--- src/rtl/quat_gyro_integrator.sv ---
// quat_gyro_integrator: integrates Q8.8 gyro rates into a quaternion, q += 0.5*(q x w)*dt, one shared multiplier.
// Define QUAT_INT_SATURATE_EN to clamp updated components instead of wrapping.
module quat_gyro_integrator #(
  parameter int DT_SHIFT = 7
) (
  input  logic        clk,
  input  logic        rst_n,
  input  logic        in_valid,
  output logic        in_ready,
  input  logic [15:0] gyro_x,
  input  logic [15:0] gyro_y,
  input  logic [15:0] gyro_z,
  input  logic        q_load,
  input  logic [15:0] load_w,
  input  logic [15:0] load_i,
  input  logic [15:0] load_j,
  input  logic [15:0] load_k,
  output logic        out_valid,
  input  logic        out_ready,
  output logic [15:0] w_out,
  output logic [15:0] i_out,
  output logic [15:0] j_out,
  output logic [15:0] k_out
);
  typedef enum logic [1:0] {S_IDLE, S_MAC, S_UPDATE, S_OUT} state_t;
  state_t             r_state, w_next;
  logic signed [15:0] r_q [4];
  logic signed [15:0] r_g [3];
  logic signed [15:0] r_stg [4];
  logic signed [33:0] r_acc;
  logic [1:0]         r_grp, r_sub;
  logic [1:0]         w_qa, w_gb;
  logic               w_neg;
  logic signed [31:0] w_prod;
  logic signed [33:0] w_pext, w_acc;
  logic signed [17:0] w_delta, w_sum;
  logic [15:0]        w_res;
  logic               w_last;
  assign w_out = r_q[0];
  assign i_out = r_q[1];
  assign j_out = r_q[2];
  assign k_out = r_q[3];
  // Operand schedule for q (x) (0, x, y, z): {q index, gyro index, negate}, one group per output component
  always_comb begin
    {w_qa, w_gb, w_neg} = 5'b0;
    case ({r_grp, r_sub})
      4'h0: {w_qa, w_gb, w_neg} = {2'd1, 2'd0, 1'b1};
      4'h1: {w_qa, w_gb, w_neg} = {2'd2, 2'd1, 1'b1};
      4'h2: {w_qa, w_gb, w_neg} = {2'd3, 2'd2, 1'b1};
      4'h4: {w_qa, w_gb, w_neg} = {2'd0, 2'd0, 1'b0};
      4'h5: {w_qa, w_gb, w_neg} = {2'd2, 2'd2, 1'b0};
      4'h6: {w_qa, w_gb, w_neg} = {2'd3, 2'd1, 1'b1};
      4'h8: {w_qa, w_gb, w_neg} = {2'd0, 2'd1, 1'b0};
      4'h9: {w_qa, w_gb, w_neg} = {2'd1, 2'd2, 1'b1};
      4'hA: {w_qa, w_gb, w_neg} = {2'd3, 2'd0, 1'b0};
      4'hC: {w_qa, w_gb, w_neg} = {2'd0, 2'd2, 1'b0};
      4'hD: {w_qa, w_gb, w_neg} = {2'd1, 2'd1, 1'b0};
      4'hE: {w_qa, w_gb, w_neg} = {2'd2, 2'd0, 1'b1};
      default: {w_qa, w_gb, w_neg} = 5'b0;
    endcase
  end
  assign w_prod  = r_q[w_qa] * r_g[(w_gb == 2'd3) ? 2'd0 : w_gb];
  assign w_pext  = 34'(w_prod);
  assign w_acc   = r_acc + (w_neg ? -w_pext : w_pext);
  assign w_delta = 18'(w_acc >>> (9 + DT_SHIFT));
  assign w_sum   = {{2{r_q[r_grp][15]}}, r_q[r_grp]} + w_delta;
  assign w_last  = (r_grp == 2'd3) && (r_sub == 2'd2);
`ifdef QUAT_INT_SATURATE_EN
  assign w_res = (w_sum[17:15] == 3'b000 || w_sum[17:15] == 3'b111) ? w_sum[15:0] :
                 (w_sum[17] ? 16'h8000 : 16'h7FFF);
`else
  assign w_res = w_sum[15:0];
`endif
  always_ff @(posedge clk or negedge rst_n) begin
    if (!rst_n) begin
      r_state <= S_IDLE;
      r_q     <= '{16'sh0100, 16'sh0, 16'sh0, 16'sh0};
      r_g     <= '{16'sh0, 16'sh0, 16'sh0};
      r_stg   <= '{16'sh0, 16'sh0, 16'sh0, 16'sh0};
      r_acc   <= '0;
      r_grp   <= '0;
      r_sub   <= '0;
    end else begin
      r_state <= w_next;
      case (r_state)
        S_IDLE: begin
          if (q_load) r_q <= '{load_w, load_i, load_j, load_k};
          else if (in_valid) begin
            r_g   <= '{gyro_x, gyro_y, gyro_z};
            r_acc <= '0;
            r_grp <= '0;
            r_sub <= '0;
          end
        end
        S_MAC: begin
          if (r_sub == 2'd2) begin
            r_stg[r_grp] <= w_res;
            r_acc        <= '0;
            r_sub        <= '0;
            r_grp        <= r_grp + 2'd1;
          end else begin
            r_acc <= w_acc;
            r_sub <= r_sub + 2'd1;
          end
        end
        S_UPDATE: r_q <= r_stg;
        default: ;
      endcase
    end
  end
  always_comb begin
    w_next = r_state;
    case (r_state)
      S_IDLE:   w_next = (!q_load && in_valid) ? S_MAC : S_IDLE;
      S_MAC:    w_next = w_last ? S_UPDATE : S_MAC;
      S_UPDATE: w_next = S_OUT;
      S_OUT:    w_next = out_ready ? S_IDLE : S_OUT;
      default:  w_next = S_IDLE;
    endcase
  end
  always_comb begin
    in_ready  = (r_state == S_IDLE) && !q_load;
    out_valid = (r_state == S_OUT);
  end
endmodule

--- config.mk ---
export PLATFORM = sky130hd
export DESIGN_NAME = quat_gyro_integrator
export DESIGN_NICKNAME = d
export VERILOG_FILES = /design/src/rtl/quat_gyro_integrator.sv
export SDC_FILE = /design/constraint.sdc
export NUM_CORES = 1
export LEC_CHECK = 0
export ABC_CLOCK_PERIOD_IN_PS = 14550
export BUFFER_PORTS_ARGS = -buffer_cell sky130_fd_sc_hd__buf_2
export CORE_MARGIN = 5
export CORE_UTILIZATION = 50
export CTS_CLUSTER_DIAMETER = 60
export DETAILED_ROUTE_END_ITERATION = 8
export GPL_ROUTABILITY_DRIVEN = 0
export PLACE_DENSITY = 0.73
export SKIP_CTS_REPAIR_TIMING = 1
export SYNTH_ARGS = -nofsm -noshare
export SYNTH_HDL_FRONTEND = slang
export SYNTH_SLANG_ARGS = --single-unit
--- constraint.sdc ---
create_clock -name clk -period 14.55 [get_ports clk]
set_input_delay 0.7275 -clock clk [delete_from_list [all_inputs] [get_ports clk]]
set_output_delay 0.7275 -clock clk [all_outputs]
set_load 0.05 [all_outputs]
== Yosys cells after proc, flatten, opt, wreduce, memory -nomap -nowiden ==
Memories as Yosys holds them, arrays and structs flattened.
Index checks and enable logic that the tools add are counted.

* $lt $le $gt $ge: 4
* Multipliers: 1
* Bitwise operators: 4
* Add/sub/neg operators: 5
* Reduce and logical (&&, ||, !) cells: 13
* Equal/unequal tests: 10
* Multiplexer cells: 30

{| class="wikitable"
|+ Operator list
! cell !! number
|-
| 34-bit two-way mux || 4
|-
| 64-bit case mux with 2 select lines || 1
|-
| 16-bit two-way mux || 7
|-
| 16-bit binary-select mux with 2-bit select || 3
|-
| 34-bit case mux with 2 select lines || 1
|-
| 64-bit bitwise mux || 1
|-
| 64-bit two-way mux || 1
|-
| 34-bit adder || 1
|-
| 32-bit negator with 34-bit output || 1
|-
| 16-bit demux with 2-bit select || 1
|-
| 16-bit by 16-bit multiplier with 32-bit output || 1
|-
| 16-bit adder || 1
|-
| 2-bit two-way mux || 7
|-
| 2-bit == test, second input constant || 5
|-
| 3-bit >= comparator, second input constant || 3
|-
| 2-bit NOT with 3-bit output || 3
|-
| 2-bit != test, second input constant || 4
|-
| 2-bit case mux with 2 select lines || 2
|-
| 2-bit case mux with 4 select lines || 1
|-
| 3-bit AND reduction || 2
|-
| 2-bit by 1-bit adder with 2-bit output, second input constant || 2
|-
| 1-bit logical AND || 4
|-
| 2-bit AND reduction || 2
|-
| 4-bit AND reduction || 1
|-
| 7 further kinds || 8
|}

* Bits of input ports: 117
* Bits in read-only memories: 80
* Bits in registers: 216
* Memories kept: 1
* Logic and storage cells: 83

{| class="wikitable"
|+ Memory list
! name !! words !! width !! rd ports !! clocked after memory_dff !! wr ports !! line !! source
|-
| (no name shown) || 16 || 5 || 1 || 0 || 0 || 46 || <nowiki>case ({r_grp, r_sub})</nowiki>
|}

== Depth between registers and ports, before layout ==
Gate-level depths: netlist of run 1.
An unclocked memory read counts as a cell.

* Depth after elaboration: 13
* Depth in mapped cells: 56
* Depth with buffers taken out: 53

== Worst setup path after synthesis of run 1 ==
OpenSTA, ideal clock, no wires.

* Path kind: reg2reg
* Start: register r_sub[0]
* End: register r_stg[14] in the netlist's numbering
* Setup time: 139 ps
* Data required time: 14411 ps
* Stages on the path, launching flop included: 48
* Arrival time: 11185 ps
* Buffers on the path: 4
* Setup slack: 3226 ps
* Cell sequence: dfrtp_1 -> inv_1 -> ha_1 -> mux2i_1 -> clkbuf_1 -> buf_1 -> mux2i_1 -> mux2i_1 -> nand2_1 -> fa_1 -> fa_1 -> fa_1 -> inv_1 -> fa_1 -> fa_1 -> fa_1 -> ha_1 -> buf_4 -> [12 not listed] -> o21ai_0 -> a21oi_1 -> o21ai_0 -> nand2b_1 -> xor2_1 -> ha_1 -> nor2b_1 -> o21ai_0 -> a21oi_1 -> o21ai_0 -> a21boi_0 -> o21ai_0 -> a21oi_1 -> o21ai_0 -> a211o_1 -> nor2_1 -> a311oi_1 -> o21ai_0

* Longest elaborated chain between the ends: 13

{| class="wikitable"
|+ Ends and longest elaborated chain
! element !! line !! source
|-
| start, declared || 31 || <nowiki>logic [1:0] r_grp, r_sub;</nowiki>
|-
| start signal, assigned || 103 || <nowiki>r_sub <= r_sub + 2'd1;</nowiki>
|-
| memory read 16 x 5 bit || - ||
|-
| 2-bit == test || 62 || <nowiki>assign w_prod = r_q[w_qa] * r_g[(w_gb == 2'd3) ? 2'd0 : w_gb];</nowiki>
|-
| 2-bit two-way mux || 62 ||
|-
| 2-bit NOT with 3-bit output || 62 ||
|-
| 16-bit binary-select mux with 2-bit select || 62 ||
|-
| 16-bit two-way mux (2 in series) || 62 ||
|-
| 16-bit by 16-bit multiplier with 32-bit output || 62 ||
|-
| 32-bit negator with 34-bit output || 64 || <nowiki>assign w_acc = r_acc + (w_neg ? -w_pext : w_pext);</nowiki>
|-
| 34-bit two-way mux || 64 ||
|-
| 34-bit adder || 64 ||
|-
| 16-bit adder || 66 || <nowiki>assign w_sum = {{2{r_q[r_grp][15]}}, r_q[r_grp]} + w_delta;</nowiki>
|-
| 64-bit bitwise mux || 97 || <nowiki>r_stg[r_grp] <= w_res;</nowiki>
|-
| end signal, assigned || 79 || <nowiki>r_stg <= '{16'sh0, 16'sh0, 16'sh0, 16'sh0};</nowiki>
|-
| end signal, assigned by index || 97 ||
|-
| end, declared || 29 || <nowiki>logic signed [15:0] r_stg [4];</nowiki>
|}

Several ways; a longest one is shown, not always the timed one. The select of a mux whose other input is x is not followed.
A chain may end at the register's enable or synchronous reset.

== Final worst setup path of run 1 ==
* Start: register r_sub[0]
* End: register r_stg[13] in the netlist's numbering

The elaborated chain is that of the path after synthesis.

==> metrics.yaml, run 1 <==
status: "completed"
drv_slew: 0
path_max_fanout: 30
wl_per_cell_um: 19.6
path_clk_slew_ps: 70
ys_seq_elements: 214
synth.distinct_cells: 82
grt_max_degree: 99
fin_area_um2: 25300
grtUsageTotal_pct: 25.0
dp_slack_ps: 1760
drv_cap: 0
rsz0062_at_grt: "no"
syn_inst: 2411
r2r_setup_slack_ps: 1510
grt_pass1_vias: 19300
fin_crit_ps: 13040
synth_common_cells: "326 x inv_1, 308 x nand2_1, 264 x fa_1, 213 x dfrtp_1, 183 x nor2_1"
async_reset_ff_share_pct: 100
ant_nets: 0
cp-start-kind: "register"
yosys_warnings: 0
fmaxAchievable_mhz: 76.7
antenna_found_initial: 3
hp-class: "in2async"
die_w_um: 223
cts_made_buffers: 26
fin_setup_tns_ps: 0
end_kind: "register"
viasPerCell: 5.69
avgSynthCellArea_um2: 9.44
finalNetCount: 3090
report.final.setup_viol: 0
cp_data_required_time_ps: 14940
drc: 0
synth.yosys.seq_area_share_pct: 23.5
fillerInstances: 3900
path_class: "reg2reg"
vias: 18200
hpwl_mm: 49.5
dieArea_um2: 49900
r2r-start: "r_sub[0]"
finalCritPeriodShare_pct: 89.6
worst_clock_skew_ps: 29.6
synth_top_area_cell: "dfrtp_1"
cts.sinks: 214
critical_path.most_common_cell: "fa_1"
io_pins: 183
port_buffers: 182
relSlewSlack_pct: 19.4
drive_gt1_share_pct: 14.8
die_h_um: 223
synth-edff-count: 0
cp_slowest_stage_delay_ps: 840
insertion_delay_ps: 560
syn-cell-area_um2: 22800
routed_wirelength_mm: 62.6
worst_slack_ps: 1510
whs_ps: 149
htreeDepth: 1
synth_nets: 2932
core_um2: 45200
place_area_um2: 24400
area_growth_pct: 11.1
cts_root_buf: "clkbuf_16"
row_count: 78
startpoint: "r_sub[0]"
synth_area_leaders: "dfrtp_1 23%, fa_1 23%, ha_1 7.7%"
worst_slew_pin_slew_ps: 1210
cts_tree: "yes"
timing.rr.end: "r_stg[13]"
hold_violations: 0
grt_pass1_wl_mm: 101
synth_ff_type: "dfrtp_1"
drtIter0Drc: 1138
synth.top_cell.area_share_pct: 23.4
r2r_cells: 42
synth.most_common_cell: "inv_1"
cp_data_arrival_time_ps: 13430
cts_buffer_depth: 3
firstDrtPassIters: 5
grt_overflow_total: 0
initial_core_util_pct: 50.4
cp_slowest_cell: "a21oi_1"
flip-flops by register name (all words and copies together) (netlist names):
name     flops
r_stg       64
i_out       16
r_g         48
r_acc       32
j_out       16
r_grp        2
w_out       16
r_sub        2
r_state      2
k_out       16
layout by cell type, fill, tap and decap left out, types with 14 or more instances in the layout:
cell type / count
a211oi_1: 15
a21o_1: 30
a21oi_1: 83
a22o_1: 33
and2_1: 14
buf_2: 181
buf_4: 36
clkbuf_16: 26
dfrtp_1: 213
fa_1: 264
ha_1: 140
inv_1: 326
mux2_2: 69
mux2i_1: 125
mux4_2: 17
nand2_1: 308
nand2b_1: 31
nor2_1: 183
o21a_1: 18
o21ai_0: 178
xnor2_1: 62
xor2_1: 34
metal layers:
metal	track usage, %	wire length, um	up-vias
li1	-	-	8257
met1	32.1	24700	9007
met2	41.0	29500	736
met3	6.34	5730	159
met4	9.58	2730	0
met5	0	0	-
metrics by stage:
step | util, % | instances
global placement | 54.0 | 3141
floorplan | - | 2411
detailed placement | 54.0 | 3141
finish | 56.0 | 3190
CTS | 56.0 | 3187
global route | 56.0 | 3188
cells by family (layout without fill, tap and decap cells):
| family | Yosys count | in the layout | synth area share (%) |
|---|---|---|---|
| AND/OR/NAND/NOR | 623 | 623 | 11.8 |
| AO/OA/AOI/OAI | 443 | 443 | 12.3 |
| buffers and inverters | 416 | 592 | 6.96 |
| adder cells (fa/ha/maj) | 404 | 404 | 30.9 |
| flip-flops | 214 | 214 | 23.5 |
| multiplexers | 213 | 213 | 10.7 |
| XOR/XNOR | 98 | 98 | 3.87 |
| other | 0 | 3 | 0 |
critical path, delay by kind of cell, from the launching register on:
kind / cells / cell delay [ps]
adder cells (fa/ha/maj): 10 / 4670
AO/OA/AOI/OAI: 11 / 3830
AND/OR/NAND/NOR: 13 / 2170
XOR/XNOR: 4 / 1060
buffers and inverters: 4 / 700
flip-flops: 1 / 430
worst max-delay path by stage:
stage                           end  cells past startpoint
after CTS                 r_stg[61]                     44
after global placement    r_stg[61]                     44
after detailed placement  r_stg[61]                     44
after floorplan           r_stg[14]                     47
after global routing      r_stg[61]                     44
final                     r_stg[13]                     42
layout make-up:
type	count	area, um2	share of cell area, %
Multi-Input combinational cell	1781	15900	62.8
Sequential cell	214	5360	21.2
Inverter	328	1230	4.87
Timing Repair Buffer	218	1190	4.70
Tap cell	600	751	2.97
Clock buffer	34	721	2.85
Clock inverter	12	145	0.574
Antenna cell	3	7.51	0.0297
Power of run 1 is not shown: default switching activity piles up to over one toggle a cycle in this logic, so the estimate is an artifact.
==> run 2: changes to the inputs <==
- MAX_ROUTING_LAYER: unset -> met4
==> metrics.yaml, run 2 (synthesis gave the netlist of run 1 again) <==
drv_cap: 0  # unchanged
routed_wirelength_mm: 62.7  # was 62.6 mm
critical_path.most_common_cell: "fa_1"  # unchanged
grt_pass1_wl_mm: 101  # about the same
finalNetCount: 3090  # unchanged
path_clk_slew_ps: 70  # about the same
cts_made_buffers: 26  # unchanged
grtUsageTotal_pct: 25.7  # was 25.0%
status: "completed"  # unchanged
hold_violations: 0  # unchanged
drive_gt1_share_pct: 14.8  # unchanged
drv_slew: 0  # unchanged
top_register: "r_stg"  # unchanged
cts.sinks: 214  # unchanged
grt_overflow_total: 0  # unchanged
cp_slowest_cell: "a21oi_1"  # unchanged
report.final.setup_viol: 0  # unchanged
fillerInstances: 3899  # was 3900
area_growth_pct: 11.1  # unchanged
insertion_delay_ps: 560  # about the same
finalCritPeriodShare_pct: 89.3  # was 89.6%
port_buffers: 182  # unchanged
io_pins: 183  # unchanged
core_um2: 45200  # unchanged
fin_crit_ps: 12990  # was 13040 ps
fin_setup_tns_ps: 0  # unchanged
hp-class: "in2async"  # unchanged
cp-start-kind: "register"  # unchanged
die_w_um: 223  # unchanged
cts_buffer_depth: 3  # unchanged
viasPerCell: 5.70  # was 5.69
dieArea_um2: 49900  # unchanged
htreeDepth: 1  # unchanged
antenna_found_initial: 3  # unchanged
grt_max_degree: 99  # unchanged
crit_buf_inv: 6  # was 4
cp_top_family: "adder cells"  # unchanged
grt_pass1_vias: 19300  # about the same
drtIter0Drc: 1222  # was 1138
firstDrtPassIters: 5  # unchanged
initial_core_util_pct: 50.4  # unchanged
worst_clock_skew_ps: 31.4  # was 29.6 ps
cp_data_required_time_ps: 14920  # was 14940 ps
cp_slowest_stage_delay_ps: 830  # was 840 ps
worst_slew_pin_slew_ps: 1200  # was 1210 ps
cp_data_arrival_time_ps: 13370  # was 13430 ps
path_max_fanout: 30  # unchanged
wl_per_cell_um: 19.7  # was 19.6 um
largestRegisters: "r_stg x64, r_g x48, r_acc x32"  # unchanged
row_count: 78  # unchanged
relSlewSlack_pct: 19.9  # was 19.4%
largest_register_ffs: 64  # unchanged
end_kind: "register"  # unchanged
fmaxAchievable_mhz: 77.0  # was 76.7 MHz
cts_root_buf: "clkbuf_16"  # unchanged
path_class: "reg2reg"  # unchanged
cts_tree: "yes"  # unchanged
ant_nets: 0  # unchanged
final_common_cell: "inv_1"  # unchanged
hpwl_mm: 49.5  # unchanged
vias: 18200  # about the same
die_h_um: 223  # unchanged
drc: 0  # unchanged
rsz0062_at_grt: "no"  # unchanged
final_cell_mix: "326 x inv_1, 308 x nand2_1, 264 x fa_1"  # unchanged
==> run 2: cell counts in the layout (fill, tap and decap cells not counted) <==
No cell type changed its count.
==> run 2: through the flow <==
stage / instance area (um2) / setup slack, ps / cells / hold slack [ps] / util (%)
2_1_floorplan: 22800 / 3230 / 2411 / 432 / -
3_3_place_gp: 24400 / 2140 / 3141 / 461 / 54.0
3_5_place_dp: 24400 / 1760 / 3141 / 471 / 54.0
4_1_cts: 25300 / 1690 / 3187 / 162 / 56.0
5_1_grt: 25300 / 689 / 3190 / 179 / 56.0
6_report: 25300 / 1560 / 3190 / 150 / 56.0
==> run 2: layer usage <==
layer	vias up	wire length, um	GRT usage (%)
li1	8264	-	-
met5	-	0	-
met2	733	29500	40.9
met1	9013	25000	32.4
met3	169	5450	5.96
met4	0	2760	9.62
==> run 2: worst paths after layout <==
kind	start	slack [ps]	to	depth (start not counted)
worst max register to register	r_sub[0]	1560	r_stg[61]	44
min in group clk	out_ready	340	r_state[0]	2
max in group asynchronous	rst_n	11970	r_stg[57]	3
worst max-delay path	r_sub[0]	1560	r_stg[61]	44
worst min register to register	r_stg[52]	480	r_stg[52]	2
worst min-delay path	rst_n	150	r_g[47]	1
==> run 2: layout make-up <==
type                    instances  area (um2)  share of cell area, %
multi-input cells            1781       15900                   62.8
flip-flops and latches        214        5360                   21.2
inverters                     328        1230                   4.87
repair buffers                218        1190                   4.70
well taps                     600         751                   2.97
clock buffers                  34         721                   2.85
clock inverters                12         145                  0.574
diodes                          3        7.51                 0.0297
Power of run 2 is left out for the same reason.
